### src/rtl/decode_stage_pkg.sv
// Shared decode definitions: opcode values, instruction field positions and the decoded-op record.
package decode_stage_pkg;

  localparam int unsigned XLEN = 32;

  localparam logic [3:0] ADD_OP = 4'd0;
  localparam logic [3:0] SUB_OP = 4'd1;
  localparam logic [3:0] MUL_OP = 4'd2;
  localparam logic [3:0] DIV_OP = 4'd3;
  localparam logic [3:0] AND_OP = 4'd4;
  localparam logic [3:0] OR_OP  = 4'd5;
  localparam logic [3:0] XOR_OP = 4'd6;
  localparam logic [3:0] LW_OP  = 4'd7;
  localparam logic [3:0] SW_OP  = 4'd8;
  localparam logic [3:0] LI_OP  = 4'd9;
  localparam logic [3:0] JMP_OP = 4'd10;
  localparam logic [3:0] BEQ_OP = 4'd11;
  localparam logic [3:0] BGT_OP = 4'd12;
  localparam logic [3:0] BGE_OP = 4'd13;

  localparam int unsigned OPC_MSB = 31;
  localparam int unsigned OPC_LSB = 28;
  localparam int unsigned RD_MSB  = 27;
  localparam int unsigned RD_LSB  = 24;
  localparam int unsigned RS1_MSB = 23;
  localparam int unsigned RS1_LSB = 20;
  localparam int unsigned RS2_MSB = 19;
  localparam int unsigned RS2_LSB = 16;
  localparam int unsigned IMM_MSB = 15;
  localparam int unsigned IMM_LSB = 0;

  typedef struct packed {
    logic [3:0]      opcode;
    logic [XLEN-1:0] a;
    logic [XLEN-1:0] b;
    logic [XLEN-1:0] cmp_a;
    logic [XLEN-1:0] cmp_b;
    logic [XLEN-1:0] store_data;
    logic [3:0]      rd;
    logic            wr_en;
  } dec_op_t;

  function automatic logic is_illegal(input logic [3:0] opc);
    return (opc == 4'd14) || (opc == 4'd15);
  endfunction

endpackage

### src/rtl/decode_stage_regfile.sv
// Register file: two combinational read ports that see same-cycle writeback, one write port.
module decode_stage_regfile
  import decode_stage_pkg::*;
#(
  parameter int unsigned DATAWIDTH = XLEN,
  parameter int unsigned NREGS     = 16
) (
  input  logic                 clk,
  input  logic                 rst,
  input  logic                 i_wr_en,
  input  logic [3:0]           i_wr_addr,
  input  logic [DATAWIDTH-1:0] i_wr_data,
  input  logic [3:0]           i_rd_addr_a,
  input  logic [3:0]           i_rd_addr_b,
  output logic [DATAWIDTH-1:0] o_rd_data_a,
  output logic [DATAWIDTH-1:0] o_rd_data_b
);

  logic [DATAWIDTH-1:0] r_mem [NREGS];

  always_ff @(posedge clk or posedge rst) begin
    if (rst) begin
      for (int i = 0; i < NREGS; i++) r_mem[i] <= '0;
    end else if (i_wr_en && (i_wr_addr != 4'd0)) begin
      r_mem[i_wr_addr] <= i_wr_data;
    end
  end

  always_comb begin
    o_rd_data_a = r_mem[i_rd_addr_a];
    o_rd_data_b = r_mem[i_rd_addr_b];
    if (i_wr_en && (i_wr_addr == i_rd_addr_a)) o_rd_data_a = i_wr_data;
    if (i_wr_en && (i_wr_addr == i_rd_addr_b)) o_rd_data_b = i_wr_data;
    // R0 stays zero even when a writeback targets it.
    if (i_rd_addr_a == 4'd0) o_rd_data_a = '0;
    if (i_rd_addr_b == 4'd0) o_rd_data_b = '0;
  end

endmodule

### src/rtl/decode_stage.sv
// Decode/operand-fetch stage: operand select, busy scoreboard for RAW/WAW stalls, output register.
module decode_stage
  import decode_stage_pkg::*;
#(
  parameter int unsigned DATAWIDTH = XLEN,
  parameter int unsigned NREGS     = 16
) (
  input  logic                 clk,
  input  logic                 rst,
  input  logic                 in_valid_i,
  output logic                 in_ready_o,
  input  logic [31:0]          instr_i,
  input  logic [DATAWIDTH-1:0] pc_i,
  output logic                 out_valid_o,
  input  logic                 out_ready_i,
  output logic [3:0]           opcode_o,
  output logic [DATAWIDTH-1:0] a_o,
  output logic [DATAWIDTH-1:0] b_o,
  output logic [DATAWIDTH-1:0] cmp_a_o,
  output logic [DATAWIDTH-1:0] cmp_b_o,
  output logic [DATAWIDTH-1:0] store_data_o,
  output logic [3:0]           rd_o,
  output logic                 wr_en_o,
  output logic                 illegal_o,
  input  logic                 wb_en_i,
  input  logic [3:0]           wb_addr_i,
  input  logic [DATAWIDTH-1:0] wb_data_i,
  input  logic                 flush_i
);

  logic [3:0]           w_opc, w_rd, w_rs1, w_rs2;
  logic [DATAWIDTH-1:0] w_imm, w_rs1_data, w_rs2_data;
  logic                 w_use_rs1, w_use_rs2, w_illegal, w_hazard, w_accept;
  logic                 w_out_valid_d;
  logic [NREGS-1:0]     w_busy_eff, w_busy_d;
  dec_op_t              w_op;

  logic                 r_out_valid, r_illegal;
  logic [NREGS-1:0]     r_busy;
  dec_op_t              r_op;

  assign w_opc     = instr_i[OPC_MSB:OPC_LSB];
  assign w_rd      = instr_i[RD_MSB:RD_LSB];
  assign w_rs1     = instr_i[RS1_MSB:RS1_LSB];
  assign w_rs2     = instr_i[RS2_MSB:RS2_LSB];
  assign w_imm     = {{(DATAWIDTH-16){instr_i[IMM_MSB]}}, instr_i[IMM_MSB:IMM_LSB]};
  assign w_illegal = is_illegal(w_opc);

  decode_stage_regfile #(
    .DATAWIDTH(DATAWIDTH),
    .NREGS    (NREGS)
  ) u_regfile (
    .clk        (clk),
    .rst        (rst),
    .i_wr_en    (wb_en_i),
    .i_wr_addr  (wb_addr_i),
    .i_wr_data  (wb_data_i),
    .i_rd_addr_a(w_rs1),
    .i_rd_addr_b(w_rs2),
    .o_rd_data_a(w_rs1_data),
    .o_rd_data_b(w_rs2_data)
  );

  always_comb begin
    w_op        = '0;
    w_use_rs1   = 1'b0;
    w_use_rs2   = 1'b0;
    w_op.opcode = w_opc;
    w_op.rd     = w_rd;
    unique case (w_opc)
      ADD_OP, SUB_OP, MUL_OP, DIV_OP, AND_OP, OR_OP, XOR_OP: begin
        w_op.a = w_rs1_data; w_op.b = w_rs2_data; w_op.wr_en = 1'b1;
        w_use_rs1 = 1'b1; w_use_rs2 = 1'b1;
      end
      LW_OP: begin
        w_op.a = w_rs1_data; w_op.b = w_imm; w_op.wr_en = 1'b1;
        w_use_rs1 = 1'b1;
      end
      SW_OP: begin
        w_op.a = w_rs1_data; w_op.b = w_imm; w_op.store_data = w_rs2_data;
        w_use_rs1 = 1'b1; w_use_rs2 = 1'b1;
      end
      LI_OP: begin
        w_op.b = w_imm; w_op.wr_en = 1'b1;
      end
      // JMP carries the compare operands but does not depend on them.
      JMP_OP: begin
        w_op.a = pc_i; w_op.b = w_imm; w_op.cmp_a = w_rs1_data; w_op.cmp_b = w_rs2_data;
      end
      BEQ_OP, BGT_OP, BGE_OP: begin
        w_op.a = pc_i; w_op.b = w_imm; w_op.cmp_a = w_rs1_data; w_op.cmp_b = w_rs2_data;
        w_use_rs1 = 1'b1; w_use_rs2 = 1'b1;
      end
      default: ;
    endcase
  end

  always_comb begin
    w_busy_eff = r_busy;
    if (wb_en_i) w_busy_eff[wb_addr_i] = 1'b0;
  end

  assign w_hazard = (w_use_rs1 && w_busy_eff[w_rs1]) || (w_use_rs2 && w_busy_eff[w_rs2]) ||
                    (w_op.wr_en && w_busy_eff[w_rd]);

  assign in_ready_o = !rst && !w_hazard && !flush_i && (!r_out_valid || out_ready_i);
  assign w_accept   = in_valid_i && in_ready_o;

  always_comb begin
    w_busy_d = w_busy_eff;
    if (flush_i && r_out_valid && r_op.wr_en) w_busy_d[r_op.rd] = 1'b0;
    // A new claim beats a same-cycle writeback clear on the same register.
    if (w_accept && w_op.wr_en) w_busy_d[w_rd] = 1'b1;
    w_busy_d[0] = 1'b0;
  end

  always_comb begin
    w_out_valid_d = r_out_valid;
    if (r_out_valid && out_ready_i) w_out_valid_d = 1'b0;
    if (w_accept && !w_illegal)     w_out_valid_d = 1'b1;
    if (flush_i)                    w_out_valid_d = 1'b0;
  end

  always_ff @(posedge clk or posedge rst) begin
    if (rst) begin
      r_out_valid <= 1'b0;
      r_illegal   <= 1'b0;
      r_busy      <= '0;
      r_op        <= '0;
    end else begin
      r_out_valid <= w_out_valid_d;
      r_illegal   <= w_accept && w_illegal;
      r_busy      <= w_busy_d;
      if (w_accept && !w_illegal) r_op <= w_op;
    end
  end

  assign out_valid_o  = r_out_valid;
  assign illegal_o    = r_illegal;
  assign opcode_o     = r_op.opcode;
  assign a_o          = r_op.a;
  assign b_o          = r_op.b;
  assign cmp_a_o      = r_op.cmp_a;
  assign cmp_b_o      = r_op.cmp_b;
  assign store_data_o = r_op.store_data;
  assign rd_o         = r_op.rd;
  assign wr_en_o      = r_op.wr_en;

endmodule

### config.mk
export PLATFORM = sky130hd
export DESIGN_NAME = decode_stage
export DESIGN_NICKNAME = d
export VERILOG_FILES = /design/src/rtl/decode_stage_pkg.sv /design/src/rtl/decode_stage_regfile.sv /design/src/rtl/decode_stage.sv
export SDC_FILE = /design/constraint.sdc
export NUM_CORES = 2
export LEC_CHECK = 0
export BUFFER_PORTS_ARGS = -buffer_cell sky130_fd_sc_hd__buf_2
export CAP_MARGIN = 20
export CORE_UTILIZATION = 50
export CTS_CLUSTER_SIZE = 40
export DETAILED_ROUTE_END_ITERATION = 12
export PLACE_DENSITY_LB_ADDON = 0.3
export SLEW_MARGIN = 10
export SYNTH_ARGS = -nofsm -noshare
export SYNTH_HDL_FRONTEND = slang
export SYNTH_SLANG_ARGS = --single-unit
### constraint.sdc
create_clock -name clk -period 25.8 [get_ports clk]
set_clock_uncertainty 0.15 [all_clocks]
set_input_delay 2.58 -clock clk [delete_from_list [all_inputs] [get_ports clk]]
set_output_delay 2.58 -clock clk [all_outputs]
set_load 0.05 [all_outputs]
==> results.yml <==
cells_and_area:
  final_core_util_pct: 57.1
  drive_above_1_share_pct: 52.8
  final_cell_count_no_fill: 3642
  final_cell_area_um2: 40900
  nFillCells: 5550
  area_delta_synth_final_pct: 12.7
  nNetsFinal: 2735
floorplanning:
  start_util_pct: 50.7
  dieArea_um2: 73700
  io_pins: 278
  die_height_um: 271
  die_w_um: 271
  num_rows: 98
  core-area_um2: 71600
sta:
  fmax_mhz: 121
  setup-violations-final: 0
  slew_headroom_pct: 19.7
  slew_viol_final: 0
  rsz0062_at_grt: "false"
  hold_viol: 0
  min_period_ns: 8.29
  tns_ns: 0
  worst_slew_pin_slew_ns: 1.20
  whs_ns: 0.243
  period_share_pct: 32.1
  setup_slack_ns: 17.51
run:
  max_cap_viol_count: 0
global_routing:
  grt_max_degree: 126
  grt_overflow: 0
  grt_pass1_wl_um: 161000
  antenna_found_initial: 2
  grt_pass1_vias: 24900
  grtUsageTotal_pct: 28.9
placed_design:
  dp.cells: 3496
  io_buffers: 277
  dp_slack_ns: 17.54
  dpl_cell_area_um2: 38300
  post-dp-hpwl_um: 63800
  place_congestion: 0.884
synthesis:
  synth-edff-count: 0
  synth-main-ff-cell: "dfrtp_1"
  synth.cell_area_um2: 36300
  seq_area_frac_synth_pct: 48.1
  avgSynthCellArea_um2: 14.6
  ys_seq_elements: 698
  ys_types: 57
  yosys_warnings: 0
  syn-instance-count: 2493
  async_reset_ff_share_pct: 100
  synth_nets: 2599
routing:
  postRouteAntennaNets: 0
  drcViolationCount: 0
  drtPass1Iterations: 6
  routed_wl_um: 105000
  vias: 23600
  drtIter0Drc: 2266
  viasPerCell: 6.48
  wl_per_cell_um: 28.8
setup_path:
  cp_common_cell: "buf_2"
  max_stage_delay_ns: 0.59
  start_kind: "input pin"
  arrival_ns: 5.56
  critPathRequiredTime_ns: 23.07
  crit_fanout: 34
  end_kind: "primary output"
  slowest_stage: "nand2b_1"
  crit_buf_inv: 3
  crit_family: "simple AND/OR/NAND/NOR gates"
  crit_type: "input pin to primary output"
  crit_chain: "buf_2 -> nand2b_1 -> nand2b_2 -> buf_4 -> nand2_1 -> o221a_1 -> or4_1 -> and4_1 -> buf_2"
clocking:
  hold_buffers: 0
  clkLatencyLatePin_ns: 0.62
  htreeDepth: 3
  cts_root_buffer: "clkbuf_16"
  path_clk_slew_ns: 0.05
  cts_tree: "done"
  post_cts_resized: 0
  clockBufferDepth: 3
  cts_made_buffers: 78
  cts_sinks: 698
  cts_setup_buffers: 0
power:
  leakage_nw: 17.9
  power.total_mw: 3.62
  p_per_area_nw_per_um2: 88.6
  ir_drop_v: 0.0000657
min_path:
  hold_class: "register to register"
outcome:
  run_status: "complete, no violations"
-- cells in the mapped netlist, types with 4 or more instances --
| cell type | number | area [um2] |
|---|---|---|
| dfrtp_1 | 698 | 17500 |
| mux2_2 | 551 | 6200 |
| mux4_2 | 306 | 6890 |
| clkbuf_1 | 193 | 724 |
| nand2_1 | 95 | 357 |
| nor2_1 | 90 | 338 |
| mux2i_1 | 86 | 861 |
| o21ai_0 | 67 | 335 |
| mux2_4 | 63 | 946 |
| a21oi_1 | 44 | 220 |
| buf_2 | 40 | 200 |
| inv_1 | 40 | 150 |
| buf_1 | 33 | 124 |
| a222oi_1 | 32 | 320 |
| a22oi_1 | 16 | 120 |
| nand3_1 | 11 | 55.1 |
| nor2b_1 | 11 | 68.8 |
| buf_6 | 9 | 101 |
| o211ai_1 | 9 | 67.6 |
| xor2_1 | 8 | 70.1 |
| nor3_1 | 7 | 35.0 |
| a21o_1 | 6 | 45.0 |
| buf_4 | 6 | 45.0 |
| nand2b_1 | 6 | 37.5 |
| nor3b_1 | 5 | 37.5 |
| or2_2 | 5 | 31.3 |
| a31o_2 | 4 | 35.0 |
| a31oi_1 | 4 | 25.0 |
-- kinds of logic (layout without fill, tap and decap cells) --
kind of cell    Yosys count  count (layout)  share of synthesized area (%)
other cells               0               2                              0
mux                    1006            1006                           41.0
buf+inv                 321             518                           3.70
compound gates          210             210                           3.87
simple gates            247             247                           3.00
xor+xnor                 11              11                          0.265
flops                   698             698                           48.1
-- registers in the layout, summed over array words and instances, names as in the netlist --
name             flops
illegal_o            1
wr_en_o              1
rd_o                 4
opcode_o             4
cmp_b_o             32
u_regfile.r_mem    512
a_o                 32
r_busy              15
out_valid_o          1
b_o                 32
store_data_o        32
cmp_a_o             32
-- cell usage in the layout (no fill, tap or decap), types with 9 or more instances in the layout --
cell / count
clkinv_2: 25
inv_1: 39
o21ai_0: 64
buf_2: 273
buf_4: 59
mux2i_1: 86
o211ai_1: 9
nand2_1: 95
nor2_1: 77
mux2_4: 63
mux2_2: 551
nor2b_1: 10
dfrtp_1: 698
a21oi_1: 44
mux4_2: 306
a222oi_1: 32
nand3_1: 9
a22oi_1: 16
nor2_4: 13
clkbuf_16: 81
clkbuf_8: 16
clkbuf_1: 10
-- report_power, final --
| part | switching, mW | internal (mW) | total (mW) | leakage [nW] |
|---|---|---|---|---|
| combinational | 0.554 | 0.456 | 1.01 | 7.87 |
| clock | 0.465 | 0.646 | 1.11 | 1.28 |
| sequential | 0.169 | 1.33 | 1.50 | 8.79 |
| total | 1.19 | 2.44 | 3.62 | 17.9 |
-- area by class of cell --
cell class / count / area (um2) / share of cell area, %
antenna: 2 / 5.00 / 0.0122
clock buffer: 105 / 2260 / 5.52
clock inverter: 36 / 297 / 0.725
inverter: 40 / 158 / 0.385
multi-input combinational: 1474 / 17600 / 43.1
sequential: 698 / 17500 / 42.7
tap: 950 / 1190 / 2.91
timing repair buffer: 337 / 1920 / 4.69
-- metal layers --
metal  vias to the layer above  global-route usage (%)  wire length [um]
met5                         -                       0                 0
met4                         0                    9.85              3110
met3                       175                    4.79              7280
met2                      1000                    46.0             50800
met1                     12800                    40.4             43600
li1                       9666                       -                 -
-- worst paths after layout --
check / startpoint / to / slack [ns] / depth (start not counted)
setup / recovery: wb_addr_i[0] / in_ready_o / 17.51 / 9
hold / removal: u_regfile.r_mem[497]$_DFFE_PP0P_ / u_regfile.r_mem[497]$_DFFE_PP0P_ / 0.24 / 0
setup reg to reg: r_busy[15]$_DFF_PP0_ / cmp_b_o[31]$_DFFE_PP0P_ / 20.97 / 9
hold reg to reg: u_regfile.r_mem[497]$_DFFE_PP0P_ / u_regfile.r_mem[497]$_DFFE_PP0P_ / 0.24 / 0
max in group asynchronous: rst / u_regfile.r_mem[455]$_DFFE_PP0P_ / 21.05 / 4
min in group asynchronous: rst / b_o[28]$_DFFE_PP0P_ / 1.98 / 2
Note: power is estimated with default switching activity, not from simulation.
